## src/rtl/mem_arbiter.sv

```systemverilog
// mem_arbiter: two-requester arbiter (instruction fetch + data) in front of a
// shared single-port memory with variable-latency completion.
//
// Handshake: a requester raises req with its address/we/wdata and holds them
// stable until it sees its one-cycle ack; it may drop req or present a new
// transaction in the ack cycle. The arbiter samples requests only in IDLE,
// so the ack cycle (RESP) never overlaps a new grant decision.
// Memory side: mem_req_o is held with stable fields until mem_ack_i=1; the
// memory may ack in the very cycle mem_req_o rises.
module mem_arbiter #(
  parameter int ADDR_W     = 32,
  parameter int DATA_W     = 32,
  parameter int STARVE_MAX = 4
) (
  input  logic              clk_i,
  input  logic              rst_i,
  input  logic              if_req_i,
  input  logic [ADDR_W-1:0] if_addr_i,
  output logic              if_ack_o,
  output logic [DATA_W-1:0] if_rdata_o,
  output logic              if_stall_o,
  input  logic              d_req_i,
  input  logic              d_we_i,
  input  logic [ADDR_W-1:0] d_addr_i,
  input  logic [DATA_W-1:0] d_wdata_i,
  output logic              d_ack_o,
  output logic [DATA_W-1:0] d_rdata_o,
  output logic              d_stall_o,
  output logic              mem_req_o,
  output logic              mem_we_o,
  output logic [ADDR_W-1:0] mem_addr_o,
  output logic [DATA_W-1:0] mem_wdata_o,
  input  logic              mem_ack_i,
  input  logic [DATA_W-1:0] mem_rdata_i
);

  typedef enum logic [1:0] {
    IDLE = 2'd0,
    BUSY = 2'd1,
    RESP = 2'd2
  } state_t;

  localparam logic [3:0] STARVE_LIM = 4'(STARVE_MAX);

  // state_q is the observable FSM state for checkers
  state_t              state_q;
  state_t              state_d;
  logic                owner_q;   // 1 = data port owns the transaction, 0 = fetch
  logic [3:0]          starve_cnt;
  logic                mem_req_q;
  logic                mem_we_q;
  logic [ADDR_W-1:0]   mem_addr_q;
  logic [DATA_W-1:0]   mem_wdata_q;
  logic [DATA_W-1:0]   if_rdata_q;
  logic [DATA_W-1:0]   d_rdata_q;
  logic                grant_d;
  logic                grant_if;

  // Grant decision: only in IDLE; data wins unless fetch has waited STARVE_MAX data grants
  always_comb begin
    grant_d  = 1'b0;
    grant_if = 1'b0;
    if (state_q == IDLE) begin
      if (if_req_i && (starve_cnt == STARVE_LIM)) begin
        grant_if = 1'b1;
      end else if (d_req_i) begin
        grant_d = 1'b1;
      end else if (if_req_i) begin
        grant_if = 1'b1;
      end
    end
  end

  // FSM state register
  always_ff @(posedge clk_i) begin
    if (rst_i) begin
      state_q <= IDLE;
    end else begin
      state_q <= state_d;
    end
  end

  // FSM next-state logic; mem_ack_i matters only in BUSY
  always_comb begin
    state_d = state_q;
    case (state_q)
      IDLE:    if (grant_d || grant_if) state_d = BUSY;
      BUSY:    if (mem_ack_i) state_d = RESP;
      RESP:    state_d = IDLE;
      default: state_d = IDLE;
    endcase
  end

  // FSM outputs: ack pulses to the owner for the single RESP cycle; stalls are combinational
  always_comb begin
    if_ack_o   = (state_q == RESP) && !owner_q;
    d_ack_o    = (state_q == RESP) && owner_q;
    if_stall_o = if_req_i & ~if_ack_o;
    d_stall_o  = d_req_i & ~d_ack_o;
  end

  // Transaction latch and read-data capture; memory fields are held from grant to ack
  always_ff @(posedge clk_i) begin
    if (rst_i) begin
      owner_q     <= 1'b0;
      mem_req_q   <= 1'b0;
      mem_we_q    <= 1'b0;
      mem_addr_q  <= '0;
      mem_wdata_q <= '0;
      if_rdata_q  <= '0;
      d_rdata_q   <= '0;
    end else if (grant_d) begin
      owner_q     <= 1'b1;
      mem_req_q   <= 1'b1;
      mem_we_q    <= d_we_i;
      mem_addr_q  <= d_addr_i;
      mem_wdata_q <= d_wdata_i;
    end else if (grant_if) begin
      owner_q     <= 1'b0;
      mem_req_q   <= 1'b1;
      mem_we_q    <= 1'b0;
      mem_addr_q  <= if_addr_i;
      mem_wdata_q <= '0;
    end else if ((state_q == BUSY) && mem_ack_i) begin
      mem_req_q <= 1'b0;
      if (owner_q) begin
        d_rdata_q <= mem_rdata_i;
      end else begin
        if_rdata_q <= mem_rdata_i;
      end
    end
  end

  // Starvation counter: counts data grants that bypassed a waiting fetch
  always_ff @(posedge clk_i) begin
    if (rst_i) begin
      starve_cnt <= 4'd0;
    end else if (grant_if) begin
      starve_cnt <= 4'd0;
    end else if (grant_d) begin
      if (!if_req_i) begin
        starve_cnt <= 4'd0;
      end else if (starve_cnt != STARVE_LIM) begin
        starve_cnt <= starve_cnt + 4'd1;
      end
    end
  end

  assign mem_req_o   = mem_req_q;
  assign mem_we_o    = mem_we_q;
  assign mem_addr_o  = mem_addr_q;
  assign mem_wdata_o = mem_wdata_q;
  assign if_rdata_o  = if_rdata_q;
  assign d_rdata_o   = d_rdata_q;

endmodule
```

## config.mk

```make
export PLATFORM = sky130hd
export DESIGN_NAME = mem_arbiter
export DESIGN_NICKNAME = d
export VERILOG_FILES = /design/src/rtl/mem_arbiter.sv
export SDC_FILE = /design/constraint.sdc
export NUM_CORES = 1
export LEC_CHECK = 0
export CAP_MARGIN = 20
export CORE_MARGIN = 4
export CORE_UTILIZATION = 36
export CTS_CLUSTER_DIAMETER = 200
export DETAILED_ROUTE_END_ITERATION = 7
export MAX_ROUTING_LAYER = met4
export PLACE_DENSITY = 0.83
export SLEW_MARGIN = 20
export SYNTH_ARGS = -nofsm -noshare
export SYNTH_HDL_FRONTEND = slang
export SYNTH_SLANG_ARGS = --single-unit
```

## constraint.sdc

```tcl
create_clock -name clk_i -period 2.1 [get_ports clk_i]
set_clock_uncertainty 0.05 [all_clocks]
set_input_delay 0.63 -clock clk_i [delete_from_list [all_inputs] [get_ports clk_i]]
set_output_delay 0.63 -clock clk_i [all_outputs]
set_load 0.02 [all_outputs]
```

==> results of run 1 <==
[through the flow]
stage | hold slack, ns | std cells | setup slack, ns
final | 0.3994 | 1126 | 0.04971
after global routing | 0.4152 | 1126 | -0.02192
after CTS | 0.4034 | 1126 | 0.004460
after detailed placement | 0.3953 | 1092 | -0.4636
after global placement | 0.3905 | 1092 | -0.4405
after floorplan | 0.4206 | 677 | 0.1050
[where the power goes]
| part | internal (W) | total [W] | leakage [nW] | switching [W] |
|---|---|---|---|---|
| registers | 0.00276 | 0.00284 | 1.12 | 0.0000773 |
| logic | 0.000709 | 0.00141 | 2.40 | 0.000700 |
| clock network | 0.00212 | 0.00323 | 0.313 | 0.00111 |
| total | 0.00559 | 0.00748 | 3.83 | 0.00189 |
[worst paths after layout]
| path | from | end | slack (ns) | depth (start not counted) |
|---|---|---|---|---|
| worst min register to register | if_rdata_o[9] | if_rdata_o[9] | 0.40 | 2 |
| worst min-delay path | if_rdata_o[9] | if_rdata_o[9] | 0.40 | 2 |
| worst max-delay path | if_rdata_o[17] | if_rdata_o[17] | 0.05 | 1 |
| worst max register to register | state_q[0] | starve_cnt[2] | 0.27 | 6 |
[state kept, by name, indices dropped and copies added, names as in the netlist]
register and flops:
mem_we_o 1, if_rdata_o 32, mem_req_o 1, mem_wdata_o 32, d_rdata_o 32, starve_cnt 4
state_q 2, mem_addr_o 32, owner_q 1
[cell families (layout without fill, tap and decap cells)]
group / count (synthesis) / count (layout) / synth area share (%)
compound gates: 240 / 240 / 24.65
xor+xnor: 1 / 1 / 0.1618
fa+ha+maj: 2 / 2 / 0.4620
buf+inv: 76 / 341 / 5.661
flops: 137 / 137 / 50.65
simple gates: 221 / 221 / 18.42
[routing by layer]
| layer | part of all wire (%) | vias to the layer above | track usage, % |
|---|---|---|---|
| li1 | - | 2898 | - |
| met5 | 0 | - | - |
| met1 | 42 | 2792 | 25.53 |
| met4 | 0.94 | 0 | 4.779 |
| met2 | 50 | 202 | 35.48 |
| met3 | 7.6 | 11 | 7.480 |
[synthesized netlist by cell type (2+ instances only)]
library cell  count
o21ai_0          58
dfxtp_1         137
ha_1              2
o21ai_1          12
a311oi_1         32
nand2_1         131
clkbuf_1         59
a211oi_1          3
nor2_1            5
buf_2            11
inv_1             4
a21oi_1         133
and4b_1           2
nand4b_1          2
nand3_1          67
[tightest hold or removal path, stage by stage, from the launching register on]
cell and delay [ns]:
dfxtp_1 0.30, nand2_1 0.05, a21oi_1 0.05
[repair_timing]
action | in CTS | in global routing
setup buffers | 2 | 0
setup endpoints to repair | 4 | 38
resized for setup | 14 | 39
[area by class of cell]
type	instances	area [um2]	area share, %
clock inverter	10	162.7	1.757
sequential	137	2743	29.62
tap	184	230.2	2.486
timing repair buffer	305	3222	34.79
clock buffer	22	484.2	5.229
inverter	4	15.01	0.1621
multi-input combinational	464	2404	25.96
==> metrics.md, run 1 <==
| Metric | Value |
|---|---|
| DRC | 0 |
| Die Area | 17070 um2 |
| Hold WC Path Type | flop to flop |
| Tot Pwr | ~0.0075 W |
| TNS Setup | 0 ns |
| Remaining antenna violation count | 0 |
| Worst Path Max Fanout | 2 |
| Post-layout util | 63.23% |
| EDFF count, synth | 0 |
| Area Growth Syn to Fin | 71.00% |
| Unrepaired setup endpoints after global routing | true |
| Boundary Pins | ~270 |
| Vias in the first global route | 5473 |
| CP delay by family, top | buffers and inverters |
| MaxCap Viol Count | 0 |
| Placed cell area | 8493 um2 |
| Avg WL per Cell | 16.82 um |
| Final worst path period need | slightly above 2 ns |
| Die X | 130.6 um |
| Synth Cell Area | 5415 um2 |
| Cell taking the most area after synthesis | dfxtp_1 |
| CTS Buf Count | 17 |
| First-pass GRT wire length | 28.26 mm |
| Sequential cell area fraction in the yosys report | 50.65% |
| Worst-skew pair later-pin latency | approximately 0.40 ns |
| Synth top area cells | dfxtp_1 (51%), a21oi_1 (12%), nand2_1 (9.1%), nand3_1 (6.2%), o21ai_0 (5.4%) |
| Status | completed |
| Primary FF master, synth | dfxtp_1 |
| Worst slew pin tran | 0.3591 ns |
| Yosys reg bits | 137 |
| H-tree Lvls | 4 |
| HPWL after DPL | 12.91 mm |
| Yosys warns | 0 |
| Initial Util | 36.98% |
| Clock root cell | clkbuf_16 |
| Cell row count | 44 |
| Most frequent cells in the layout | clkdlybuf4s50_1 (223), dfxtp_1 (137), a21oi_1 (133), nand2_1 (131), nand3_1 (67) |
| Fin area | 9260 um2 |
| DRT Pass-1 Iters | 4 |
| CP bufs+invs | 1 |
| Largest net degree at the start of global routing | 46 |
| VDD IR max | 661.0 uV |
| GPL Wtd Cong | 0.8195 |
| Fillers | 1254 |
| Die H | between 100 and 150 um |
| Leakage power | 3.832 nW |
| Initial antenna violation count | 0 |
| Mapped Cells | 677 |
| Final Max Tran Viols | 0 |
| Share of cells above drive strength 1 | 8.917% |
| TritonCTS clock tree | yes |
| Vias per cell | 5.242 |
| Synth top area share | 50.65% |
| Crit path kind | flop to primary output |
| # setup viols final | 0 |
| Final period util | 97.63% |
| Critical path endpoint category | primary output |
| Core footprint | 14640 um2 |
| Startpoint type of the worst setup path | flop |
| Power density over the cells | 807.4 nW/um2 |
| CTS Hold Bufs | 0 |
| Netlist cell types | 34 |
| Required time worst endpoint | between 1 and 1.5 ns |
| Mean post-synth cell area | ~8 um2 |
| Grt total ovfl | 0 |
| Worst-path clk slew | 0.06 ns |
| Critical-path top delay cell | clkdlybuf4s50_1 |
| Total inserted antenna cells | 0 |
| Cells along the critical path | clkdlybuf4s50_1 |
| Highest clock rate | 487.7 MHz |
| First-iteration detailed-routing DRC count | 339 |
| Clock sinks | 137 |
| Asr flop ratio synth | 0% |
| Commonest non-fill, non-tap cell in the layout | clkdlybuf4s50_1 |
| CP max stage delay | 0.63 ns |
| Final nets | 1065 |
| Vias post-DR | 5903 |
| Rel. slew slack | 76.06% |
| Synth Net Count | 813 |
| Crit path arrival time | about 1.4 ns |
| Port bufs | roughly 270 |
| Routed wire length | 18.93 mm |
| Clock Path Buffers | 2 |
| Total track usage | 21.54% |
| Endpoints failing hold | 0 |
Note: power is estimated with default switching activity, not from simulation.
==> run 2: changes to the inputs <==
- TNS_END_PERCENT: unset -> 100
==> results of run 2 <==
No change in the layout: final DEF, timing and power equal those of run 1.
==> run 3: changes to the inputs <==
- HOLD_SLACK_MARGIN: unset -> 0.03
- REMOVE_ABC_BUFFERS: unset -> 1
==> metrics.md, run 3 (synthesis results as in run 1) <==
| Metric | Value |
|---|---|
| Status | completed |
| Cell Count, Final, Fillers Out | 1117 (-0.80%) |
| Post-layout util | 62.45% (-0.79 points) |
| Core footprint | 14640 um2 (unchanged) |
| Vias in the first global route | 5630 (+2.9%) |
| Vias post-DR | 5885 (-0.30%) |
| Die X | 130.6 um (unchanged) |
| Most frequent cells in the layout | clkdlybuf4s50_1 (224), dfxtp_1 (137), a21oi_1 (133), nand2_1 (131), nand3_1 (67) |
| Rel. slew slack | 63.55% (-13 points) |
| H-tree Lvls | 4 (unchanged) |
| DRC | 0 (unchanged) |
| Boundary Pins | 268 (unchanged) |
| Routed wire length | 18.64 mm (-1.6%) |
| Hold WC Path Type | primary input to flop |
| GPL Wtd Cong | 0.8497 (+3.7%) |
| Worst Path Max Fanout | 2 (unchanged) |
| CP bufs+invs | 2 (+1) |
| Remaining antenna violation count | 0 (unchanged) |
| Critical path endpoint category | primary output |
| Grt total ovfl | 0 (unchanged) |
| Avg WL per Cell | 16.68 um (-0.79%) |
| Cell row count | 44 (unchanged) |
| Final nets | 1055 (-0.94%) |
| First-pass GRT wire length | 28.39 mm (+0.49%) |
| Worst-path clk slew | 0.06 ns (about the same) |
| WHS | 0.3957 ns (-0.003711 ns) |
| Crit path kind | primary input to primary output |
| HPWL after DPL | 12.82 mm (-0.74%) |
| CTS Buf Count | 17 (unchanged) |
| Cells along the critical path | clkdlybuf4s50_1, nor2b_2, buf_6 |
| Initial Util | 36.98% (unchanged) |
| Clock Path Buffers | 2 (unchanged) |
| Startpoint type of the worst setup path | primary input |
| # setup viols final | 0 (unchanged) |
| CP delay by family, top | buffers and inverters |
| Required time worst endpoint | 1.42 ns (about the same) |
| Post-CTS Setup Inserts | 0 (-2) |
| Worst-skew pair later-pin latency | 0.41 ns (about the same) |
| VDD IR max | 523.8 uV (-21%) |
| First-iteration detailed-routing DRC count | 386 (+14%) |
| TritonCTS clock tree | yes |
| TNS Setup | 0 ns (unchanged) |
| Clock sinks | 137 (unchanged) |
| Worst slew pin tran | 0.5468 ns (+0.1877 ns) |
| Port bufs | 267 (unchanged) |
| Total track usage | 21.71% (+0.17 points) |
| Critical-path top delay cell | clkdlybuf4s50_1 |
| Vias per cell | 5.269 (+0.50%) |
| Die Area | 17070 um2 (unchanged) |
| R2R setup slack | 0.31 ns (+0.04 ns) |
| DRT Pass-1 Iters | 5 (+1) |
| Area Growth Syn to Fin | 68.88% |
| Crit path arrival time | 1.41 ns (+0.04 ns) |
| Largest net degree at the start of global routing | 76 (+65%) |
| Leakage power | 3.735 nW (-2.5%) |
| Power density over the cells | 810.4 nW/um2 (+0.37%) |
| Die H | 130.6 um (unchanged) |
| MaxCap Viol Count | 0 (unchanged) |
| Initial antenna violation count | 1 (+1) |
| Share of cells above drive strength 1 | 8.155% (-0.76 points) |
| Final worst path period need | 2.095 ns (+0.04423 ns) |
| Final period util | 99.74% (+2.1 points) |
| Commonest non-fill, non-tap cell in the layout | clkdlybuf4s50_1 |
| DP Cell Count | 1084 (-0.73%) |
| Final Max Tran Viols | 0 (unchanged) |
| Endpoints failing hold | 0 (unchanged) |
| CP max stage delay | 0.50 ns (-0.13 ns) |
| Unrepaired setup endpoints after global routing | true |
| Highest clock rate | 477.4 MHz (-2.1%) |
| Clock root cell | clkbuf_16 |
-- run 3: worst paths after layout --
kind | from | to | cells past startpoint
setup reg to reg | state_q[0] | mem_wdata_o[1] | 5
hold reg to reg | d_rdata_o[4] | d_rdata_o[4] | 2
setup / recovery | d_req_i | d_stall_o | 3
hold / removal | rst_i | d_rdata_o[17] | 2
-- run 3: cell type report --
class | count | area (um2)
timing repair buffer | 295 | 3105
tap | 184 | 230.2
fill | 1225 | 5499
clock inverter | 13 | 192.7
clock buffer | 19 | 442.9
sequential | 137 | 2743
multi-input combinational | 464 | 2414
inverter | 4 | 15.01
antenna | 1 | 2.502
-- run 3: through the flow --
stage	power [W]	instance area (um2)	setup slack [ns]
finish	0.007411	9145	0.005482
global route	0.007712	9145	-0.03150
CTS	0.007487	9025	-0.01187
detailed placement	0.004280	8401	-0.4980
global placement	0.004260	8401	-0.4923
floorplan	0.003449	5124	-1.176
-- run 3: worst reg2reg max path: cells and delay by family (launching register included) --
| family | cells | cell delay, ns |
|---|---|---|
| buffers and inverters | 2 | 0.53 |
| flip-flops | 1 | 0.37 |
| AND/OR/NAND/NOR | 1 | 0.47 |
| AO/OA/AOI/OAI | 2 | 0.30 |
-- run 3: power by group --
part           internal (W)  switching, W
Sequential          0.00276     0.0000788
Combinational      0.000681      0.000693
Clock               0.00203       0.00117
Total               0.00547       0.00194
-- run 3: per-layer routing --
layer	wire length, um	global-route usage [%]
met5	0	-
met1	7543	24.94
met2	9033	35.66
met3	1651	6.829
met4	407	7.985
-- run 3: repair_timing --
action                                  in CTS  in global routing
endpoints found under the setup margin       7                 42
cloned                                       0                  0
hold buffers                                 0                  0
pin swaps                                    0                  1
resized for setup                           17                 45
